File: src/rtl/fetch_pkg.sv
// Shared types and helpers for the instruction fetch queue.
package fetch_pkg;

  localparam int FETCH_XLEN  = 64;
  localparam int FETCH_ILEN  = 32;
  localparam int INSTR_BYTES = FETCH_ILEN / 8;

  // One queue slot: fetch address, returned instruction, and whether the
  // instruction has arrived yet.
  typedef struct packed {
    logic [FETCH_XLEN-1:0] pc;
    logic [FETCH_ILEN-1:0] instr;
    logic                  filled;
  } fetch_entry_t;

  // Pointer width for a power-of-two queue depth.
  function automatic int clog2_depth(input int depth);
    int w;
    w = 0;
    for (int i = 0; i < 31; i++) begin
      if ((1 << i) < depth) w = i + 1;
    end
    return w;
  endfunction

endpackage

File: src/rtl/fetch_queue_unit_ring.sv
// In-order fetch ring: entries are allocated at request time, filled in
// response order and popped from the head. flush empties everything.
module fetch_ring_buffer
  import fetch_pkg::*;
#(
  parameter int DEPTH = 4,
  parameter int PW    = clog2_depth(DEPTH)
) (
  input  logic                  clk,
  input  logic                  rst,
  input  logic                  flush,
  input  logic                  alloc_en,
  input  logic [FETCH_XLEN-1:0] alloc_pc,
  input  logic                  fill_en,
  input  logic [FETCH_ILEN-1:0] fill_instr,
  input  logic                  pop_en,
  output logic                  head_valid,
  output logic [FETCH_XLEN-1:0] head_pc,
  output logic [FETCH_ILEN-1:0] head_instr,
  output logic [PW:0]           occ
);

  fetch_entry_t    entry_reg [DEPTH];
  logic [PW-1:0]   head_ptr_reg;
  logic [PW-1:0]   alloc_ptr_reg;
  logic [PW-1:0]   fill_ptr_reg;
  logic [PW:0]     occ_reg;
  logic            do_pop;
  logic [DEPTH-1:0] alloc_hit;
  logic [DEPTH-1:0] fill_hit;
  logic [DEPTH-1:0] pop_hit;
  fetch_entry_t    head_entry;

  assign head_entry = entry_reg[head_ptr_reg];
  assign head_valid = (occ_reg != '0) && head_entry.filled;
  assign head_pc    = head_entry.pc;
  assign head_instr = head_entry.instr;
  assign occ        = occ_reg;
  assign do_pop     = pop_en && head_valid;

  // Per-slot write-enable decode.
  generate
    for (genvar gi = 0; gi < DEPTH; gi++) begin : g_slot_dec
      assign alloc_hit[gi] = alloc_en && (alloc_ptr_reg == PW'(gi));
      assign fill_hit[gi]  = fill_en  && (fill_ptr_reg  == PW'(gi));
      assign pop_hit[gi]   = do_pop   && (head_ptr_reg  == PW'(gi));
    end
  endgenerate

  // Pointer, occupancy and slot updates; flush behaves like reset.
  always_ff @(posedge clk) begin
    if (rst || flush) begin
      head_ptr_reg  <= '0;
      alloc_ptr_reg <= '0;
      fill_ptr_reg  <= '0;
      occ_reg       <= '0;
      for (int i = 0; i < DEPTH; i++) entry_reg[i] <= '0;
    end else begin
      if (alloc_en) alloc_ptr_reg <= alloc_ptr_reg + 1'b1;
      if (fill_en)  fill_ptr_reg  <= fill_ptr_reg + 1'b1;
      if (do_pop)   head_ptr_reg  <= head_ptr_reg + 1'b1;
      case ({alloc_en, do_pop})
        2'b10:   occ_reg <= occ_reg + 1'b1;
        2'b01:   occ_reg <= occ_reg - 1'b1;
        default: occ_reg <= occ_reg;
      endcase
      for (int i = 0; i < DEPTH; i++) begin
        if (pop_hit[i]) entry_reg[i] <= '0;
        if (alloc_hit[i]) begin
          entry_reg[i].pc     <= alloc_pc;
          entry_reg[i].instr  <= '0;
          entry_reg[i].filled <= 1'b0;
        end
        if (fill_hit[i]) begin
          entry_reg[i].instr  <= fill_instr;
          entry_reg[i].filled <= 1'b1;
        end
      end
    end
  end

endmodule

File: src/rtl/fetch_queue_unit.sv
// Decoupled instruction fetch stage: PC generation, valid/ready imem
// requests with arbitrary response latency, EX redirect with stale
// response dropping, and a valid/ready handoff to decode.
// Optional macro FETCH_PERF_EN adds saturating performance counters.
module fetch_queue_unit
  import fetch_pkg::*;
#(
  parameter int              XLEN     = 64,
  parameter int              ILEN     = 32,
  parameter int              DEPTH    = 4,
  parameter logic [XLEN-1:0] RESET_PC = '0
) (
  input  logic            clk,
  input  logic            rst,
  output logic            imem_req_valid,
  input  logic            imem_req_ready,
  output logic [XLEN-1:0] imem_req_addr,
  input  logic            imem_rsp_valid,
  input  logic [ILEN-1:0] imem_rsp_data,
  input  logic            redirect_valid,
  input  logic [XLEN-1:0] redirect_pc,
  output logic            if_valid,
  output logic [ILEN-1:0] if_instr,
  output logic [XLEN-1:0] if_pc,
  input  logic            id_ready
`ifdef FETCH_PERF_EN
  ,
  output logic [31:0]     perf_fetched,
  output logic [31:0]     perf_flushes,
  output logic [31:0]     perf_stall_cycles
`endif
);

  localparam int          PW      = clog2_depth(DEPTH);
  localparam logic [PW:0] DEPTH_C = (PW + 1)'(DEPTH);

  logic [XLEN-1:0] pc_reg;
  logic [PW:0]     inflight_reg;
  logic [PW:0]     inflight_next;
  logic [PW:0]     drop_cnt_reg;
  logic [PW:0]     occ;
  logic            req_fire;
  logic            rsp_stale;
  logic            pop_fire;

  assign imem_req_valid = !rst && (occ < DEPTH_C) && (inflight_reg < DEPTH_C);
  assign imem_req_addr  = pc_reg;
  assign req_fire       = imem_req_valid && imem_req_ready;
  assign rsp_stale      = (drop_cnt_reg != '0);
  assign pop_fire       = if_valid && id_ready && !redirect_valid;

  // Outstanding requests after this cycle's request and response events.
  always_comb begin
    inflight_next = inflight_reg + {{PW{1'b0}}, req_fire} - {{PW{1'b0}}, imem_rsp_valid};
  end

  // PC, in-flight and stale-drop bookkeeping; redirect overrides all.
  always_ff @(posedge clk) begin
    if (rst) begin
      pc_reg       <= RESET_PC;
      inflight_reg <= '0;
      drop_cnt_reg <= '0;
    end else begin
      inflight_reg <= inflight_next;
      if (redirect_valid) begin
        pc_reg       <= redirect_pc;
        drop_cnt_reg <= inflight_next;
      end else begin
        if (req_fire) pc_reg <= pc_reg + XLEN'(INSTR_BYTES);
        if (imem_rsp_valid && rsp_stale) drop_cnt_reg <= drop_cnt_reg - 1'b1;
      end
    end
  end

  fetch_ring_buffer #(
    .DEPTH (DEPTH)
  ) u_ring (
    .clk        (clk),
    .rst        (rst),
    .flush      (redirect_valid),
    .alloc_en   (req_fire && !redirect_valid),
    .alloc_pc   (pc_reg),
    .fill_en    (imem_rsp_valid && !rsp_stale && !redirect_valid),
    .fill_instr (imem_rsp_data),
    .pop_en     (id_ready && !redirect_valid),
    .head_valid (if_valid),
    .head_pc    (if_pc),
    .head_instr (if_instr),
    .occ        (occ)
  );

`ifdef FETCH_PERF_EN
  logic [31:0] perf_fetched_reg;
  logic [31:0] perf_flushes_reg;
  logic [31:0] perf_stall_reg;

  assign perf_fetched      = perf_fetched_reg;
  assign perf_flushes      = perf_flushes_reg;
  assign perf_stall_cycles = perf_stall_reg;

  // Saturating event counters for pops, flushes and decode back-pressure.
  always_ff @(posedge clk) begin
    if (rst) begin
      perf_fetched_reg <= '0;
      perf_flushes_reg <= '0;
      perf_stall_reg   <= '0;
    end else begin
      if (pop_fire && (perf_fetched_reg != '1))
        perf_fetched_reg <= perf_fetched_reg + 1'b1;
      if (redirect_valid && (perf_flushes_reg != '1))
        perf_flushes_reg <= perf_flushes_reg + 1'b1;
      if (if_valid && !id_ready && (perf_stall_reg != '1))
        perf_stall_reg <= perf_stall_reg + 1'b1;
    end
  end
`else
  logic unused_pop;
  assign unused_pop = pop_fire;
`endif

endmodule

File: config.mk
export PLATFORM = sky130hd
export DESIGN_NAME = fetch_queue_unit
export DESIGN_NICKNAME = d
export VERILOG_FILES = /design/src/rtl/fetch_pkg.sv /design/src/rtl/fetch_queue_unit_ring.sv /design/src/rtl/fetch_queue_unit.sv
export SDC_FILE = /design/constraint.sdc
export NUM_CORES = 1
export LEC_CHECK = 0
export ABC_AREA = 1
export BUFFER_PORTS_ARGS = -buffer_cell sky130_fd_sc_hd__buf_2
export CAP_MARGIN = 25
export CORE_UTILIZATION = 45
export CTS_BUF_LIST = sky130_fd_sc_hd__clkbuf_8
export DETAILED_ROUTE_END_ITERATION = 10
export PLACE_DENSITY_LB_ADDON = 0.25
export SLEW_MARGIN = 15
export SYNTH_ARGS = -nofsm -noshare
export SYNTH_HDL_FRONTEND = slang
export SYNTH_SLANG_ARGS = --single-unit
File: constraint.sdc
create_clock -name clk -period 4.18 [get_ports clk]
set_input_delay 0.209 -clock clk [delete_from_list [all_inputs] [get_ports clk]]
set_output_delay 0.209 -clock clk [all_outputs]
set_load 0.005 [all_outputs]
# Yosys cells after proc, flatten, opt, wreduce, memory -nomap -nowiden
# Memory sizes are Yosys's and may differ from the RTL's. A register that Yosys moved wholly into a read port is not among the register bits.
# Cells that the tools add are included.
[classes]
n_addsub = 9
n_lt_le_gt_ge = 2
n_eq_ne = 11
muxes = 69
bitwise_logic = 24
reduce_logical = 34
[op_table]
columns = ["op", "n"]
rows = [
  ["$mux W97", 4],
  ["$mux W64", 6],
  ["$mux W32", 8],
  ["$add A64 B3 Y64 const B", 1],
  ["$mux W1", 46],
  ["$or A1 B1 Y1", 24],
  ["$logic_and A1 B1 Y1", 22],
  ["$eq A2 B2 Y1 const B", 7],
  ["$eq A2 B1 Y1 const B", 4],
  ["$add A2 B1 Y2 const B", 3],
  ["$logic_not A2 Y1", 3],
  ["$lt A3 B3 Y1 const B", 2],
  ["$mux W3", 2],
  ["$pmux W3 S2", 1],
  ["$reduce_bool A2 Y1", 3],
  ["$reduce_bool A3 Y1", 2],
  ["$sub A3 B1 Y3 const B", 2],
  ["$mux W2", 2],
  ["$add A3 B1 Y3", 1],
  ["$add A3 B1 Y3 const B", 1],
  ["$logic_not A1 Y1", 3],
  ["$sub A3 B1 Y3", 1],
  ["$logic_or A1 B1 Y1", 1],
]
[word_totals]
ff_bits = 79
ramBits = 388
in_bits = 102
out_inout_bits = 162
mem_count = 1
[mem_list]
columns = ["memory", "depth", "word_bits", "rd", "rd_clocked_by_memory_dff", "wr", "line_no", "rtl"]
rows = [
  ["u_ring.entry_reg", 4, 97, 1, 1, 4, "fetch_queue_unit_ring.sv:23", "fetch_entry_t entry_reg [DEPTH];"],
]

# Depth between registers and ports, before layout
[depth]
depth_word = 11
mapped_depth = 15
ltp_nobuf = 15

# Modules after synthesis
# A second synthesis with hierarchy kept.
[unflattened]
hier_cells = 2447
hier_area_um2 = 22327.7
[by_module_without_submodules]
columns = ["module", "n_inst", "cells_each", "area_per_inst_um2"]
rows = [
  ["fetch_ring_buffer", 1, 1573, 17202.7],
  ["fetch_queue_unit", 1, 874, 5124.9],
]

# Least setup slack after synthesis
# No wires, ideal clock.
[synth_timing]
path_type = "flip-flop to flip-flop"
startpoint = "reg (tool-made name)"
endpoint = "mem u_ring.entry_reg[3][33] in the netlist's numbering (enable)"
t_arrival_ps = 2417
required_ps = 3328
setup_slack_ps = 910
stages_incl_launch_ff = 10
n_path_buf = 0
synth_period_minus_slack_ps = 3270
path_cell_list = "dfxtp_1 -> inv_1 -> o21ai_0 -> nand2_1 -> nand2_1 -> nor2_2 -> nand2_2 -> inv_2 -> nand2_1 -> nand3_1"
[synth_lines]
columns = ["element", "line_no"]
rows = [
  ["to (decl)", "fetch_queue_unit_ring.sv:23"],
]

==> results.md <==
- Vias in the first global route: 17487
- GRT overflow: 0
- Register area share after synthesis: about three fifths
- Top post-synthesis cells by count: 726 x nor2_1, 388 x edfxtp_1, 315 x nand2_1
- Vias/cell: approximately 5.4
- Element type at the critical path end: primary output
- Fillcell total: 4302
- Crit path launch type: flop
- WHS: 0.0748 ns
- Pre-CTS setup slack: 1.26 ns
- Post-Layout Cell Count: approximately 3400
- Final hold violations: 0
- F_max: 0.274 GHz
- Post-Syn Area per Cell: 9.10 um^2
- Syn Std Cell Area: 0.0218 mm^2
- CTS sink count: around 470
- Setup TNS: 0 ns
- Worst-Margin Slew: 1.04 ns
- Placed cells: between 3000 and 4000
- Syn Nets: 2518
- Pre-antenna DRT Iters: 7
- Largest net degree at the start of global routing: 89
- Max FFs per register: 388
- Worst setup margin: around 0.54 ns
- Starting Density: between 40% and 50%
- Hold Path Class: input pin to flop
- Met2 WL: roughly 32 mm
- Static leakage: 10.8 nW
- Final Max Slew Viols: 0
- Met1 WL: approximately 28 mm
- HP Start: redirect_pc[38]
- GP Congestion: between 0.9 and 1
- Slew HR: 30.7%
- Layout cells sized above 1: between 15 and 20%
- CTS root buf: clkbuf_8
- Post-synth cell types: 34
- RSZ-0062 raised after global routing: no
- Yosys top cell by area: edfxtp_1
- Num CTS Buffers: 79
- Register bit count reported by yosys: 469
- Nets: 2865
- Critical path arrival: between 3 and 4 ns
- Total routed wirelength: between 60 and 70 mm
- Synth Flop Type: edfxtp_1
- DR WL met3: 5.77 mm
- Synth area leaders: edfxtp_1 53%, nor2_1 12%, dfxtp_1 7.4%, o21ai_0 6.1%, nand2_1 5.4%
- Remaining DRCs: 0
- Ports: around 260
- Uppermost layer routed: met4
- Clock transition at the registers of the reported paths: 0.07 ns
- Final ANT Viol Nets: 0
- First-pass GRT wire length: roughly 100 mm
- Die W: between 200 and 250 um
- Asr flop ratio synth: 0%
- Setup violators final: 0
- GR Util All Layers: between 20% and 30%
- Critical path peak fanout: 81
- Clock Path Buffers: 3
- Critical setup path kind: flop to primary output
- Cell Rows: 80
- 1st-iter DRT viols: approximately 1700
- Routed via count: approximately 19000
- Tmin final: about 3.6 ns
- Worst IR drop on VDD: ~0.00021 V
- Synth top area share: 53.4%
- Clock latency on the worst-skew pair: 0.66 ns
- IO buf count: between 200 and 300
- Routed len/inst: 19.7 um
- Post-synth EDFFs: between 300 and 400
- Synth Warn #: 0
- Max_cap viols: 0
- Total die area: slightly below 0.05 mm^2
- Count leader, synth: nor2_1
- Final Cycle Share: between 80 and 90%
- Status: completed
- Core ar.: 0.0477 mm^2
- CTS tree: done
- Worst clock skew: between 0.03 and 0.04 ns
- Worst EP required: between 3 and 4 ns
- Area Growth Syn to Fin: 20.0%
- Initial antenna violation count: 0
- Cell Pwr Density: ~400 mW/mm^2
- Chip Height: 222 um
- Synth Instances: 2396
- Final HPWL DP: ~43 mm
- Htree depth: 3
- Post-CTS setup buffers: 0
[metrics by stage]
step | instance area, um^2 | power (W) | util (%)
floorplan | 21800 | 0.00599 | -
global placement | 23700 | 0.00640 | 49.6
detailed placement | 23700 | 0.00642 | 49.6
CTS | 26200 | 0.0103 | 54.8
global route | 26200 | 0.0106 | 54.8
finish | 26200 | 0.0102 | 54.8
[metal layers]
layer	vias up	GRT usage (%)
li1	8746	-
met1	8822	36.2
met2	857	43.2
met3	104	5.61
met4	0	8.94
met5	-	0
[report_power, final]
group	total [W]	switching (W)	internal [W]
combinational	0.000958	0.000617	0.000341
clock	0.00383	0.00188	0.00195
sequential	0.00545	0.000140	0.00531
total	0.0102	0.00264	0.00760
[layout make-up]
cell class	instances	area, um^2	share of cell area (%)
Sequential cell	469	13300	50.7
Clock buffer	85	1170	4.47
Multi-Input combinational cell	1627	7430	28.4
Tap cell	615	769	2.94
Inverter	168	633	2.42
Antenna cell	1	2.50	0.00956
Timing Repair Buffer	398	2590	9.90
Clock inverter	61	295	1.13
[path summary, 6_finish.rpt]
path | to | slack [ns] | depth (start not counted)
min | imem_req_addr[38] | 0.07 | 5
max reg2reg | u_ring.entry_reg[0][77] | 1.29 | 9
max | if_pc[47] | 0.54 | 6
min reg2reg | inflight_reg[2] | 0.52 | 2
[critical path, cell delays in order (launching register included)]
cell,delay [ns]
dfxtp_4,0.55
inv_4,0.15
buf_4,0.58
buf_4,0.76
o21ai_0,0.17
o22ai_1,0.26
buf_2,0.17
[cells by family (layout without fill, tap and decap cells)]
kind of cell | count (synthesis) | in the layout | share of synthesized area [%]
DFF | 469 | 469 | 60.8
and+or+nand+nor | 1132 | 1132 | 20.5
xor gates and xnor gates | 25 | 25 | 1.00
other | 0 | 1 | 0
adders and majority gates | 20 | 20 | 1.22
AOI/OAI and AO/OA | 450 | 450 | 11.1
buffers and inverters | 300 | 712 | 5.37
[layout by cell type (no fill, tap or decap), types with 5 or more instances in the layout]
cell type      synthesis  final
nor2_1               726    725
edfxtp_1             388    388
nand2_1              315    311
o21ai_0              267    267
buf_2                 20    263
inv_1                163    199
dlygate4sd3_1          0    104
o22ai_1               96     96
clkbuf_8               0     85
dfxtp_1               81     79
a21oi_1               61     61
nand3_1               38     34
buf_4                  1     31
xor2_1                25     25
nand4_1               19     19
nor2_2                17     18
ha_1                  18     18
a31oi_1               16     16
clkinv_1               0     10
nand2_2                5      9
clkinv_2               0      7
inv_2                  5      5
[repair_timing]
| item | in CTS | in global routing |
|---|---|---|
| gates resized for setup | 0 | 0 |
| hold endpoints to repair | 199 | 0 |
| hold buffers | 104 | 0 |
No activity file was read; power rests on OpenSTA's default activity.
